### src/rtl/uart_tx_fifo.sv
// rtl/uart_tx_fifo.sv - UART transmitter with TX FIFO, runtime baud divisor and 1/2 stop bits
//
// Optional feature macro: UART_TX_PARITY_EN (adds even/odd parity bit selected by cfg_parity).
//
// Ports:
//   clk, rst     clock; synchronous active-high reset
//   baud_div     bit period in clk cycles minus 1 (sampled at frame start)
//   cfg_stop2    0: one stop bit, 1: two stop bits (sampled at frame start)
//   cfg_parity   00/11 none, 01 even, 10 odd (only with UART_TX_PARITY_EN)
//   in_valid     write request; a word is queued when in_valid && in_ready
//   in_ready     FIFO has a free slot
//   in_data      character to queue
//   serial_out   TX line, idles high
//   busy         frame in progress or FIFO non-empty
//   fifo_level   number of queued words
module uart_tx_fifo #(
    parameter int DATA_BITS  = 8,
    parameter int FIFO_DEPTH = 8,
    parameter int DIV_W      = 16
) (
    input  logic                        clk,
    input  logic                        rst,
    input  logic [DIV_W-1:0]            baud_div,
    input  logic                        cfg_stop2,
    input  logic [1:0]                  cfg_parity,
    input  logic                        in_valid,
    output logic                        in_ready,
    input  logic [DATA_BITS-1:0]        in_data,
    output logic                        serial_out,
    output logic                        busy,
    output logic [$clog2(FIFO_DEPTH):0] fifo_level
);
    localparam int AW    = $clog2(FIFO_DEPTH);
    localparam int LW    = AW + 1;
    // Shift register holds everything after the start bit: data, parity slot, stop bits.
    localparam int SR_W  = DATA_BITS + 3;
    localparam int CNT_W = $clog2(DATA_BITS + 5);

    logic [DATA_BITS-1:0] mem [FIFO_DEPTH];
    logic [AW-1:0]        wr_ptr;
    logic [AW-1:0]        rd_ptr;
    logic [DATA_BITS-1:0] head;
    logic                 push;
    logic                 start;
    logic                 active;
    logic                 bit_edge;
    logic                 last_bit;
    logic [CNT_W-1:0]     bit_cnt;
    logic [CNT_W-1:0]     frame_len;
    logic [DIV_W-1:0]     cyc;
    logic [DIV_W-1:0]     div_q;
    logic [SR_W-1:0]      sr;
    logic [SR_W-1:0]      sr_load;
    logic                 par_en;

`ifdef UART_TX_PARITY_EN
    logic par_bit;
    assign par_en  = (cfg_parity == 2'b01) || (cfg_parity == 2'b10);
    // cfg_parity[1] is set only for odd mode, which inverts the XOR.
    assign par_bit = (^head) ^ cfg_parity[1];
    assign sr_load = par_en ? {2'b11, par_bit, head} : {3'b111, head};
`else
    logic unused_parity;
    assign unused_parity = ^cfg_parity;
    assign par_en        = 1'b0;
    assign sr_load       = {3'b111, head};
`endif

    assign head     = mem[rd_ptr];
    assign in_ready = (fifo_level != LW'(FIFO_DEPTH));
    assign push     = in_valid && in_ready;
    assign active   = (bit_cnt != '0);
    assign busy     = active || (fifo_level != '0);
    assign bit_edge = active && (cyc == div_q);
    assign last_bit = bit_edge && (bit_cnt == CNT_W'(1));
    // A new frame starts when idle, or on the very edge the last stop bit ends.
    assign start    = (fifo_level != '0) && (!active || last_bit);

    always_comb begin
        frame_len = CNT_W'(DATA_BITS + 2);
        if (cfg_stop2) begin
            frame_len = frame_len + CNT_W'(1);
        end
        if (par_en) begin
            frame_len = frame_len + CNT_W'(1);
        end
    end

    always_ff @(posedge clk) begin
        if (push) begin
            mem[wr_ptr] <= in_data;
        end
    end

    always_ff @(posedge clk) begin
        if (rst) begin
            wr_ptr     <= '0;
            rd_ptr     <= '0;
            fifo_level <= '0;
        end else begin
            if (push) begin
                wr_ptr <= wr_ptr + AW'(1);
            end
            if (start) begin
                rd_ptr <= rd_ptr + AW'(1);
            end
            case ({push, start})
                2'b10:   fifo_level <= fifo_level + LW'(1);
                2'b01:   fifo_level <= fifo_level - LW'(1);
                default: fifo_level <= fifo_level;
            endcase
        end
    end

    always_ff @(posedge clk) begin
        if (rst) begin
            serial_out <= 1'b1;
            bit_cnt    <= '0;
            cyc        <= '0;
            div_q      <= '0;
            sr         <= '1;
        end else if (start) begin
            serial_out <= 1'b0;
            sr         <= sr_load;
            bit_cnt    <= frame_len;
            cyc        <= '0;
            div_q      <= baud_div;
        end else if (bit_edge) begin
            cyc     <= '0;
            bit_cnt <= bit_cnt - CNT_W'(1);
            if (last_bit) begin
                serial_out <= 1'b1;
            end else begin
                serial_out <= sr[0];
                sr         <= {1'b1, sr[SR_W-1:1]};
            end
        end else if (active) begin
            cyc <= cyc + DIV_W'(1);
        end
    end
endmodule

### config.mk
export PLATFORM = sky130hd
export DESIGN_NAME = uart_tx_fifo
export DESIGN_NICKNAME = d
export VERILOG_FILES = /design/src/rtl/uart_tx_fifo.sv
export SDC_FILE = /design/constraint.sdc
export NUM_CORES = 1
export LEC_CHECK = 0
export ABC_AREA = 1
export CORE_ASPECT_RATIO = 0.6
export CORE_MARGIN = 3
export CORE_UTILIZATION = 25
export CTS_BUF_LIST = sky130_fd_sc_hd__clkbuf_2
export DETAILED_ROUTE_END_ITERATION = 7
export GPL_TIMING_DRIVEN = 0
export PLACE_DENSITY = 0.38
export SLEW_MARGIN = 20
export SYNTH_ARGS = -nofsm -noshare
export SYNTH_HDL_FRONTEND = slang
export SYNTH_SLANG_ARGS = --single-unit
### constraint.sdc
create_clock -name clk -period 3.6 [get_ports clk]
set_clock_uncertainty 0.1 [all_clocks]
set_input_delay 1.08 -clock clk [delete_from_list [all_inputs] [get_ports clk]]
set_output_delay 1.08 -clock clk [all_outputs]
set_load 0.02 [all_outputs]
==> summary.txt, run 1 <==
STA
  • Slew HR: 0.2769
  • RSZ-0062 raised after global routing: false
  • Worst-Margin Slew: 1.081 ns
  • Final Cycle Share: 0.9210
  • Post-route setup TNS: 0 ns
  • Fmax: 0.3016 GHz
  • Final Critical Period: 3.316 ns
  • Final Max Tran Viols: 0
  • Final Setup Violations: 0
  • Final Hold Fails: 0

Placed design
  • Gpl congestion: 0.7581
  • # port buffers: 33
  • DP Wirelength: 10370 µm

Worst setup path
  • Cells along the critical path: inv_1, ha_1, nand2_1, or2_2, dlygate4sd2_1
  • CP max FO: 7
  • Delay-heaviest family, CP: simple AND/OR/NAND/NOR gates
  • Setup CP Type: reg -> out
  • Startpoint type of the worst setup path: register
  • CP startpoint: bit_cnt[0]
  • Crit path capture type: output pin
  • Crit path arrival time: 2.14 ns
  • WP buf/inv: 2
  • R2R depth: 18
  • Crit path capture: busy
  • Worst r2r dst: fifo_level[2]
  • Levels on crit path: 5
  • Worst-path cell with the longest stage delay: dfxtp_1
  • Critical Path RT: 2.42 ns
  • Setup slack, reg-to-reg: 0.31 ns
  • R2R Path Start: cyc[12]
  • Worst path max stage delay: 0.37 ns

Route
  • Drt pass-1 iters: 6
  • Via count: 4133
  • DRC: 0
  • Routed wire per std cell: 15.42 µm
  • First DRT Iteration DRCs: 288
  • WL final: 14310 µm
  • Vias per cell: 4.454
  • Number of routed nets with antenna violations: 0

Synthesis
  • Synth area leader: edfxtp_1
  • Post-synth EDFFs: 64
  • Mapped Cells: 589
  • Yosys warnings: 0
  • Register area share after synthesis: 0.5800
  • Largest cells by area after synthesis: edfxtp_1 (36%), dfxtp_1 (22%), nand2_1 (10%)
  • Synthesized area per cell: 9.024 µm²
  • Most used DFF post-synth: edfxtp_1
  • Top post-synthesis cells by count: nand2_1 (144), edfxtp_1 (64), a21oi_1 (61)
  • Synthesized area: 0.005315 mm²
  • Most common cell in the netlist: nand2_1
  • Flops & latches, synth: 122
  • Synth top area share: 0.3616
  • Yosys cell types: 28
  • FFs w/ async S/R, synth: 0
  • Syn nets: 627

GRT
  • Remaining Overflow, GRT: 0
  • GRT Util Overall: 0.1262
  • Antenna violations before repair: 1
  • Largest net degree at the start of global routing: 17
  • First-pass GRT wire length: 22010 µm
  • Vias in the first global route: 3781

Clocking
  • CTS Hold Bufs: 0
  • CTS sink cnt: 122
  • CTS tree: built
  • Clock root buffer: clkbuf_2
  • CTS clk-pin slew, worst paths: 0.17 ns
  • CTS buffer count: 17
  • Clock Path Buffers: 2
  • H-tree levels: 4
  • Clk_lat worst skew: 0.65 ns

Job
  • Max Cap Viol: 0

Die
  • Die H: 118.9 µm
  • Core area: 0.02042 mm²
  • Num rows: 40
  • Initial Utilization: 0.2603
  • I/O pins: 37
  • Die width: 194.2 µm
  • Die area: 0.02310 mm²

Pwr
  • Power consumption: 4.917 mW
  • Peak VDD IR: 0.3146 mV
  • PwrDens: 787.3 mW/mm²
  • P_leak: 2.320 nW

Hold path
  • Type of the worst min-delay path: reg -> reg
  • Hold Startpoint: div_q[7]

Status
  • Status: finished, final reports clean

Layout
  • Nets: 679
  • Synthesis-to-layout area growth: 17.51%
  • Layout cells sized above 1: 0.06116
  • Fin util: 0.3059
worst reg2reg max path, cell delays in order (launching register included):
cell and delay (ns):
dfxtp_1 0.44, inv_1 0.10, nand2_1 0.06, nand2_1 0.05, nor2_1 0.09, nand2_1 0.09, nor2_1 0.29, nand2_1 0.15
o21bai_4 0.30, nand2_4 0.12, buf_6 0.17, inv_2 0.18, ha_1 0.26, xor2_1 0.21, ha_1 0.18, a21oi_1 0.05
xor2_1 0.18, o21ai_0 0.15, inv_1 0.05
cell usage in the layout, fill, tap and decap left out, types with 3 or more instances in the layout:
cell / synthesis / routed
a21oi_1: 61 / 61
a22o_1: 7 / 7
bufinv_16: 0 / 3
clkbuf_1: 18 / 18
clkbuf_2: 0 / 17
clkdlybuf4s50_1: 0 / 32
clkinv_1: 0 / 4
clkinv_2: 0 / 4
dfxtp_1: 58 / 58
edfxtp_1: 64 / 64
ha_1: 8 / 8
inv_1: 50 / 50
nand2_1: 144 / 144
nand3_1: 43 / 42
nor2_1: 56 / 55
nor3_1: 5 / 5
o211ai_1: 9 / 9
o21ai_0: 29 / 29
xor2_1: 17 / 17
stage by stage:
| stage | hold slack [ns] | setup slack [ns] | instance area (µm²) | instances |
|---|---|---|---|---|
| floorplan | 0.3436 | 1.025 | 5315 | 589 |
| global placement | 0.3596 | 0.2947 | 5987 | 895 |
| detailed placement | 0.3657 | 0.2130 | 5987 | 895 |
| CTS | 0.3895 | 0.1614 | 6243 | 927 |
| global route | 0.4082 | 0.0003957 | 6246 | 928 |
| finish | 0.3852 | 0.2842 | 6246 | 928 |
registers in the layout, indices dropped and copies added, names as in the netlist, named ones only:
name,count
cyc,16
fifo_level,4
wr_ptr,3
rd_ptr,3
mem,64
div_q,16
serial_out,1
bit_cnt,4
sr,8
cells by family (layout without fill, tap and decap cells):
kind of cell / Yosys count / in the layout / synth area share
AOI/OAI and AO/OA: 110 / 110 / 0.1168
other: 0 / 1 / 0
xor gates and xnor gates: 19 / 19 / 0.03131
buffers and inverters: 75 / 140 / 0.05650
and+or+nand+nor: 255 / 255 / 0.1966
DFF: 122 / 122 / 0.5800
adders and majority gates: 8 / 8 / 0.01883
power breakdown:
group,internal [mW],switching (mW)
Sequential,1.69,0.129
Clock,0.374,0.514
Combinational,0.744,1.46
layout make-up:
class                           count  area (µm²)
Fill cell                        2192       14170
Buffer                             23       105.1
Multi-Input combinational cell    392        1947
Sequential cell                   122        3083
Inverter                           52       195.2
Antenna cell                        1       2.502
Clock buffer                       17       85.08
Clock inverter                     15       157.7
Tap cell                          273       341.6
Timing Repair Buffer               33       329.1
how the worst min path moves through the flow:
stage | end | cells after the start
6_report | div_q[7] | 2
2_1_floorplan | div_q[4] | 2
3_5_place_dp | div_q[13] | 2
3_3_place_gp | div_q[7] | 2
4_1_cts | div_q[9] | 2
5_1_grt | div_q[13] | 2
metal layers:
layer	wire, µm	vias to the layer above	global-route usage
met2	5230	88	0.1531
met4	95	0	0.03362
met1	8324	1955	0.2111
met5	0	-	0
li1	-	2082	-
met3	660	8	0.03025
timing repair:
item	CTS	global route
buffers inserted	0	0
resized for setup	4	0
setup endpoints to repair	1	0
Power figures use the tool's default switching activity.
==> run 2, diff against run 1 <==
--- a/config.mk
+++ b/config.mk
@@ -8,11 +8,11 @@
 export ABC_AREA = 1
 export CORE_ASPECT_RATIO = 0.6
 export CORE_MARGIN = 3
-export CORE_UTILIZATION = 25
+export CORE_UTILIZATION = 55
 export CTS_BUF_LIST = sky130_fd_sc_hd__clkbuf_2
 export DETAILED_ROUTE_END_ITERATION = 7
 export GPL_TIMING_DRIVEN = 0
-export PLACE_DENSITY = 0.38
+export PLACE_DENSITY = 0.73
 export SLEW_MARGIN = 20
 export SYNTH_ARGS = -nofsm -noshare
 export SYNTH_HDL_FRONTEND = slang
==> summary.txt, run 2 (synthesis gave the netlist of run 1 again) <==
STA
  • Slew HR: 0.2936 (+0.01675)
  • RSZ-0062 raised after global routing: false
  • Final Max Tran Viols: 0 (unchanged)
  • Final Setup Violations: 0 (unchanged)
  • Worst hold slack: 0.3857 ns (+0.0004960 ns)
  • Final Hold Fails: 0 (unchanged)
  • Fmax: 0.3106 GHz (+3.0%)
  • Final Cycle Share: 0.8942 (-0.02681)
  • Worst-Margin Slew: 1.056 ns (-0.02503 ns)
  • Post-route setup TNS: 0 ns (unchanged)
  • Final Critical Period: 3.219 ns (-0.09652 ns)

Worst setup path
  • Worst path max stage delay: 0.43 ns (+0.06 ns)
  • CP max FO: 10 (+3)
  • Setup slack, reg-to-reg: 0.38 ns (+0.07 ns)
  • Setup CP Type: reg -> reg
  • Critical Path RT: 4.07 ns (+1.65 ns)
  • Worst r2r dst: fifo_level[2]
  • R2R depth: 18 (unchanged)
  • Crit path arrival time: 3.68 ns (+1.54 ns)
  • Delay-heaviest family, CP: simple AND/OR/NAND/NOR gates
  • Crit path capture type: register
  • Startpoint type of the worst setup path: register
  • Worst-path cell with the longest stage delay: dfxtp_1
  • WP buf/inv: 4 (+2)
  • Most common cell on crit path: nand2_1
  • R2R Path Start: cyc[10]
  • Cells along the critical path: inv_1, nand2_1, nand2_1, nor2_1, nand2_1, nor2_1, nand2_1, o21bai_4, nand2_4, buf_6, inv_2, ha_1, xor2_1, ha_1, a21oi_1, xor2_1, o21ai_0, inv_1

Die
  • Die area: 0.01092 mm² (-53%)
  • Initial Utilization: 0.5721 (+0.3118)
  • Num rows: 27 (-33%)
  • Die width: 132.9 µm (-32%)
  • I/O pins: 37 (unchanged)
  • Core area: 0.009290 mm² (-55%)
  • Die H: 82.15 µm (-31%)

GRT
  • Largest net degree at the start of global routing: 17 (unchanged)
  • Antenna violations before repair: 0 (-1)
  • Remaining Overflow, GRT: 0 (unchanged)
  • Vias in the first global route: 3859 (+2.1%)
  • GRT Util Overall: 0.2415 (+0.1153)
  • Met1 Usage GRT: 0.3646 (+0.1535)
  • Met3 Usage GRT: 0.07567 (+0.04541)
  • First-pass GRT wire length: 19930 µm (-9.5%)
  • Met2 usage: 0.3305 (+0.1773)
  • GRT busiest layer: met1

Pwr
  • P_leak: 2.333 nW (+0.53%)
  • PwrDens: 795.5 mW/mm² (+1.0%)
  • Peak VDD IR: 0.3830 mV (+22%)

Route
  • Drt pass-1 iters: 5 (-1)
  • Vias per cell: 5.348 (+20%)
  • First DRT Iteration DRCs: 383 (+33%)
  • Via count: 4193 (+1.5%)
  • DRC: 0 (unchanged)
  • WL final: 12340 µm (-14%)
  • Routed wire per std cell: 15.74 µm (+2.0%)
  • Number of routed nets with antenna violations: 0 (unchanged)

Placed design
  • Gpl congestion: 0.8367 (+10%)
  • Placement Cell Area: 0.005808 mm² (-3.0%)
  • # port buffers: 33 (unchanged)
  • DP Wirelength: 8793 µm (-15%)

Layout
  • Multi-input gate area: 0.001949 mm² (+0.13%)
  • Fillers: 759 (-65%)
  • Most common cell after layout, fill and taps aside: nand2_1
  • Most frequent cells in the layout: nand2_1 (143), edfxtp_1 (64), a21oi_1 (61), dfxtp_1 (58), nor2_1 (55)
  • FF/Latch Area: 0.003083 mm² (unchanged)
  • Largest register FFs: 64 (unchanged)
  • Ant diodes: 0 (-1)
  • Regs by FF count: mem x64, cyc x16, div_q x16
  • Top reg by flops: mem
  • Cell area after layout: 0.006058 mm² (-3.0%)
  • Nets: 679 (unchanged)
  • Layout cells sized above 1: 0.06269 (+0.001529)
  • Synthesis-to-layout area growth: 13.98%

Clocking
  • Clock Path Buffers: 2 (unchanged)
  • CTS buffer count: 17 (unchanged)
  • CTS clk-pin slew, worst paths: 0.17 ns (about the same)
  • Clk_lat worst skew: 0.66 ns (about the same)
  • CTS sink cnt: 122 (unchanged)
  • CTS tree: built
  • Clock root buffer: clkbuf_2
  • H-tree levels: 4 (unchanged)

Job
  • Max Cap Viol: 0 (unchanged)

Hold path
  • Hold Startpoint: div_q[15]
  • WHS Path Cells: 2 (unchanged)
  • Type of the worst min-delay path: reg -> reg
  • Hold Path End: div_q[15]

Status
  • Status: finished, final reports clean
-- run 2: cell count changes in the layout (fill, tap and decap cells not counted) --
cell,delta
diode_2,-1
clkbuf_2,+3
nand2_1,-1
clkinvlp_4,-2
clkinv_2,+1
clkinv_4,-2
dlygate4sd2_1,-1
nand2_2,+1
dlymetal6s2s_1,+1
-- run 2: worst max-delay path by stage --
stage / from / cells after the start / slack (ns) / endpoint
2_1_floorplan: cyc[7] / 18 / 1.02 / fifo_level[2]
3_3_place_gp: in_valid / 5 / 0.42 / mem[0][3]
3_5_place_dp: in_valid / 5 / 0.29 / mem[0][5]
4_1_cts: bit_cnt[0] / 5 / 0.01 / busy
5_1_grt: cyc[10] / 18 / 0.12 / fifo_level[2]
6_report: cyc[10] / 18 / 0.38 / fifo_level[2]
-- run 2: repair_timing --
item                                    CTS  global route
hold endpoints to repair                  0             0
setup buffers                             0             0
resized for setup                         3             2
pin swaps                                 0             0
hold buffers                              0             0
endpoints found under the setup margin    1             1
-- run 2: power by group --
| group | leakage, nW | internal, mW | switching, mW | total, mW |
|---|---|---|---|---|
| clock network | 0.151 | 0.381 | 0.488 | 0.869 |
| registers | 1.06 | 1.70 | 0.133 | 1.83 |
| logic | 1.12 | 0.748 | 1.37 | 2.12 |
| total | 2.33 | 2.82 | 1.99 | 4.82 |
-- run 2: through the flow --
stage / worst slack (ns) / cells / util / power, mW
after detailed placement: 0.2900 / 752 / 0.6252 / 3.930
after global routing: 0.1163 / 784 / 0.6521 / 5.206
final: 0.3808 / 784 / 0.6521 / 4.819
after global placement: 0.4247 / 752 / 0.6252 / 3.866
after CTS: 0.01291 / 784 / 0.6516 / 4.810
after floorplan: 1.025 / 589 / - / 3.314
-- run 2: worst register-to-register path, cell delays in order (launching register included) --
cell      delay (ns)
dfxtp_1         0.43
inv_1           0.14
nand2_1         0.08
nand2_1         0.05
nor2_1          0.10
nand2_1         0.05
nor2_1          0.21
nand2_1         0.14
o21bai_4        0.27
nand2_4         0.12
buf_6           0.17
inv_2           0.14
ha_1            0.26
xor2_1          0.21
ha_1            0.18
a21oi_1         0.05
xor2_1          0.19
o21ai_0         0.19
inv_1           0.05
-- run 2: final cells by class --
class,instances,share of cell area
flip-flops and latches,122,0.5089
multi-input cells,392,0.3218
repair buffers,33,0.05494
inverters,52,0.03222
well taps,130,0.02685
clock inverters,12,0.02148
plain buffers,23,0.01735
clock buffers,20,0.01652
-- run 2: metal layers --
| metal | routed length, µm | vias up |
|---|---|---|
| met5 | 0 | - |
| li1 | - | 2075 |
| met4 | 118 | 0 |
| met3 | 1025 | 14 |
| met2 | 4928 | 147 |
| met1 | 6264 | 1957 |
==> run 3, diff against run 2 <==
--- a/config.mk
+++ b/config.mk
@@ -7,7 +7,7 @@
 export LEC_CHECK = 0
 export ABC_AREA = 1
 export CORE_ASPECT_RATIO = 0.6
-export CORE_MARGIN = 3
+export CORE_MARGIN = 1
 export CORE_UTILIZATION = 55
 export CTS_BUF_LIST = sky130_fd_sc_hd__clkbuf_2
 export DETAILED_ROUTE_END_ITERATION = 7
==> constraint.sdc (replaced) <==
create_clock -name clk -period 3.85 [get_ports clk]
set_clock_uncertainty 0.1 [all_clocks]
set_input_delay 1.155 -clock clk [delete_from_list [all_inputs] [get_ports clk]]
set_output_delay 1.155 -clock clk [all_outputs]
set_load 0.02 [all_outputs]
==> summary.txt, run 3 (synthesis gave the netlist of run 1 again) <==
Placed design
  • Placed Cells: 752 (unchanged)
  • DP Wirelength: 8867 µm (+0.83%)
  • Placement Cell Area: 0.005808 mm² (unchanged)
  • # port buffers: 33 (unchanged)
  • Gpl congestion: 0.8400 (+0.39%)
  • Dpl ws: 0.5732 ns (+0.2831 ns)

GRT
  • Remaining Overflow, GRT: 0 (unchanged)
  • Vias in the first global route: 4029 (+4.4%)
  • Largest net degree at the start of global routing: 17 (unchanged)
  • Antenna violations before repair: 0 (unchanged)
  • First-pass GRT wire length: 20240 µm (+1.6%)
  • GRT Util Overall: 0.2727 (+0.03124)

Clocking
  • CTS clk-pin slew, worst paths: 0.17 ns (about the same)
  • Clk_lat worst skew: 0.65 ns (about the same)
  • H-tree levels: 4 (unchanged)
  • CTS sink cnt: 122 (unchanged)
  • CTS buffer count: 17 (unchanged)
  • Setup bufs post-CTS: 0 (unchanged)
  • CTS Hold Bufs: 0 (unchanged)
  • CTS tree: built
  • Clock Path Buffers: 2 (unchanged)
  • Clock root buffer: clkbuf_2

Layout
  • Most common cell after layout, fill and taps aside: nand2_1
  • Synthesis-to-layout area growth: 12.83%
  • Post-Layout Cell Count: 783 (-0.13%)
  • Most frequent cells in the layout: nand2_1 (144), edfxtp_1 (64), a21oi_1 (61), dfxtp_1 (58), nor2_1 (55)
  • Fin util: 0.6455 (-0.006599)
  • Largest register FFs: 64 (unchanged)
  • Nets: 679 (unchanged)
  • Fillers: 766 (+0.92%)
  • Ant diodes: 0 (unchanged)
  • Regs by FF count: mem x64, cyc x16, div_q x16
  • Layout cells sized above 1: 0.06279 (+0.00009600)
  • Top reg by flops: mem
  • Cell area after layout: 0.005997 mm² (-1.0%)

Route
  • DRC: 0 (unchanged)
  • Drt pass-1 iters: 5 (unchanged)
  • Met2 Wirelength: 4984 µm (+1.1%)
  • Met3 wire len: 1411 µm (+38%)
  • Routed wire per std cell: 15.75 µm (about the same)
  • Metal-1 WL: 5828 µm (-7.0%)
  • Vias per cell: 5.377 (+0.53%)
  • First DRT Iteration DRCs: 509 (+33%)
  • DR top layer: met4
  • Via count: 4210 (+0.41%)
  • Number of routed nets with antenna violations: 0 (unchanged)
  • WL final: 12330 µm (about the same)

STA
  • Post-route setup TNS: 0 ns (unchanged)
  • Final Hold Fails: 0 (unchanged)
  • Final Cycle Share: 0.9300
  • Slew HR: 0.3173 (+0.02364)
  • Setup ws final: 0.2695 ns (-0.1113 ns)
  • Fmax: 0.2793 GHz
  • Final Setup Violations: 0 (unchanged)
  • Worst-Margin Slew: 1.020 ns (-0.03533 ns)
  • Final Max Tran Viols: 0 (unchanged)
  • RSZ-0062 raised after global routing: false
  • Worst hold slack: 0.3793 ns (-0.006407 ns)
  • Final Critical Period: 3.581 ns

Pwr
  • Sw Pwr: 1.866 mW (-6.4%)
  • PwrDens: 731.2 mW/mm² (-8.1%)
  • P_int: 2.519 mW (-11%)
  • Clk pwr share: 0.154 (-0.026)
  • Peak VDD IR: 0.3695 mV (-3.5%)
  • Power consumption: 4.385 mW (-9.0%)
  • Sw frac: 0.4256 (+0.01167)
  • Reg power frac: 0.390 (+0.011)
  • Combinational power share: 0.456 (+0.016)
  • P_leak: 2.311 nW (-0.93%)

Status
  • Status: finished, final reports clean

Worst setup path
  • Delay-heaviest family, CP: buffers and inverters
  • Crit path capture type: output pin
  • WP buf/inv: 2 (-2)
  • R2R Path Start: cyc[10]
  • CP max FO: 7 (-3)
  • CP startpoint: bit_cnt[0]
  • Setup CP Type: reg -> out
  • Worst-path cell with the longest stage delay: clkdlybuf4s50_1
  • Worst path max stage delay: 0.54 ns (+0.11 ns)
  • Critical Path RT: 2.59 ns (-1.48 ns)
  • Crit path arrival time: 2.33 ns (-1.35 ns)
  • Startpoint type of the worst setup path: register
  • Cells along the critical path: inv_1, ha_1, nand2_1, or2_2, clkdlybuf4s50_1

Hold path
  • Hold Startpoint: div_q[6]
  • Type of the worst min-delay path: reg -> reg

Die
  • Die H: 78.15 µm (-4.9%)
  • Core area: 0.009290 mm² (unchanged)
  • Die area: 0.01007 mm² (-7.7%)
  • Initial Utilization: 0.5721 (unchanged)
  • Die width: 128.9 µm (-3.0%)
  • Num rows: 27 (unchanged)
  • I/O pins: 37 (unchanged)

Job
  • Max Cap Viol: 0 (unchanged)
==> run 3: area by class of cell <==
cell class | count | area [µm²] | share of cell area
Timing Repair Buffer | 33 | 330.3 | 0.05508
Tap cell | 130 | 162.7 | 0.02712
Multi-Input combinational cell | 392 | 1947 | 0.3246
Clock buffer | 23 | 115.1 | 0.01919
Clock inverter | 8 | 58.81 | 0.009806
Buffer | 23 | 105.1 | 0.01753
Sequential cell | 122 | 3083 | 0.5141
Inverter | 52 | 195.2 | 0.03255
==> run 3: tightest hold or removal path: stages, from the launching register on <==
cell     delay, ns
dfxtp_1       0.34
inv_1         0.06
a21oi_1       0.05
==> run 3: metal layers <==
layer,track usage,up-vias
met1,0.4047,1921
met5,0,-
met3,0.09339,14
met4,0.07647,0
met2,0.3741,201
li1,-,2074
==> run 3: power groups by stage <==
stage	Combinational [mW]	Clock, mW	Sequential [mW]
floorplan	1.37	0	1.73
finish	2.00	0.677	1.71
global placement	1.89	0	1.73
global route	2.23	0.744	1.73
CTS	1.96	0.683	1.71
detailed placement	1.95	0	1.73
==> run 3: final timing paths <==
path / to / slack, ns / depth (start not counted)
worst max-delay path: busy / 0.27 / 5
worst min-delay path: div_q[6] / 0.38 / 2
worst max register to register: fifo_level[2] / 0.67 / 18
worst min register to register: div_q[6] / 0.38 / 2
==> run 3: what timing repair did <==
item / 4_1_cts / 5_1_grt
setup endpoints to repair: 1 / 1
gates cloned: 0 / 0
resized for setup: 1 / 2
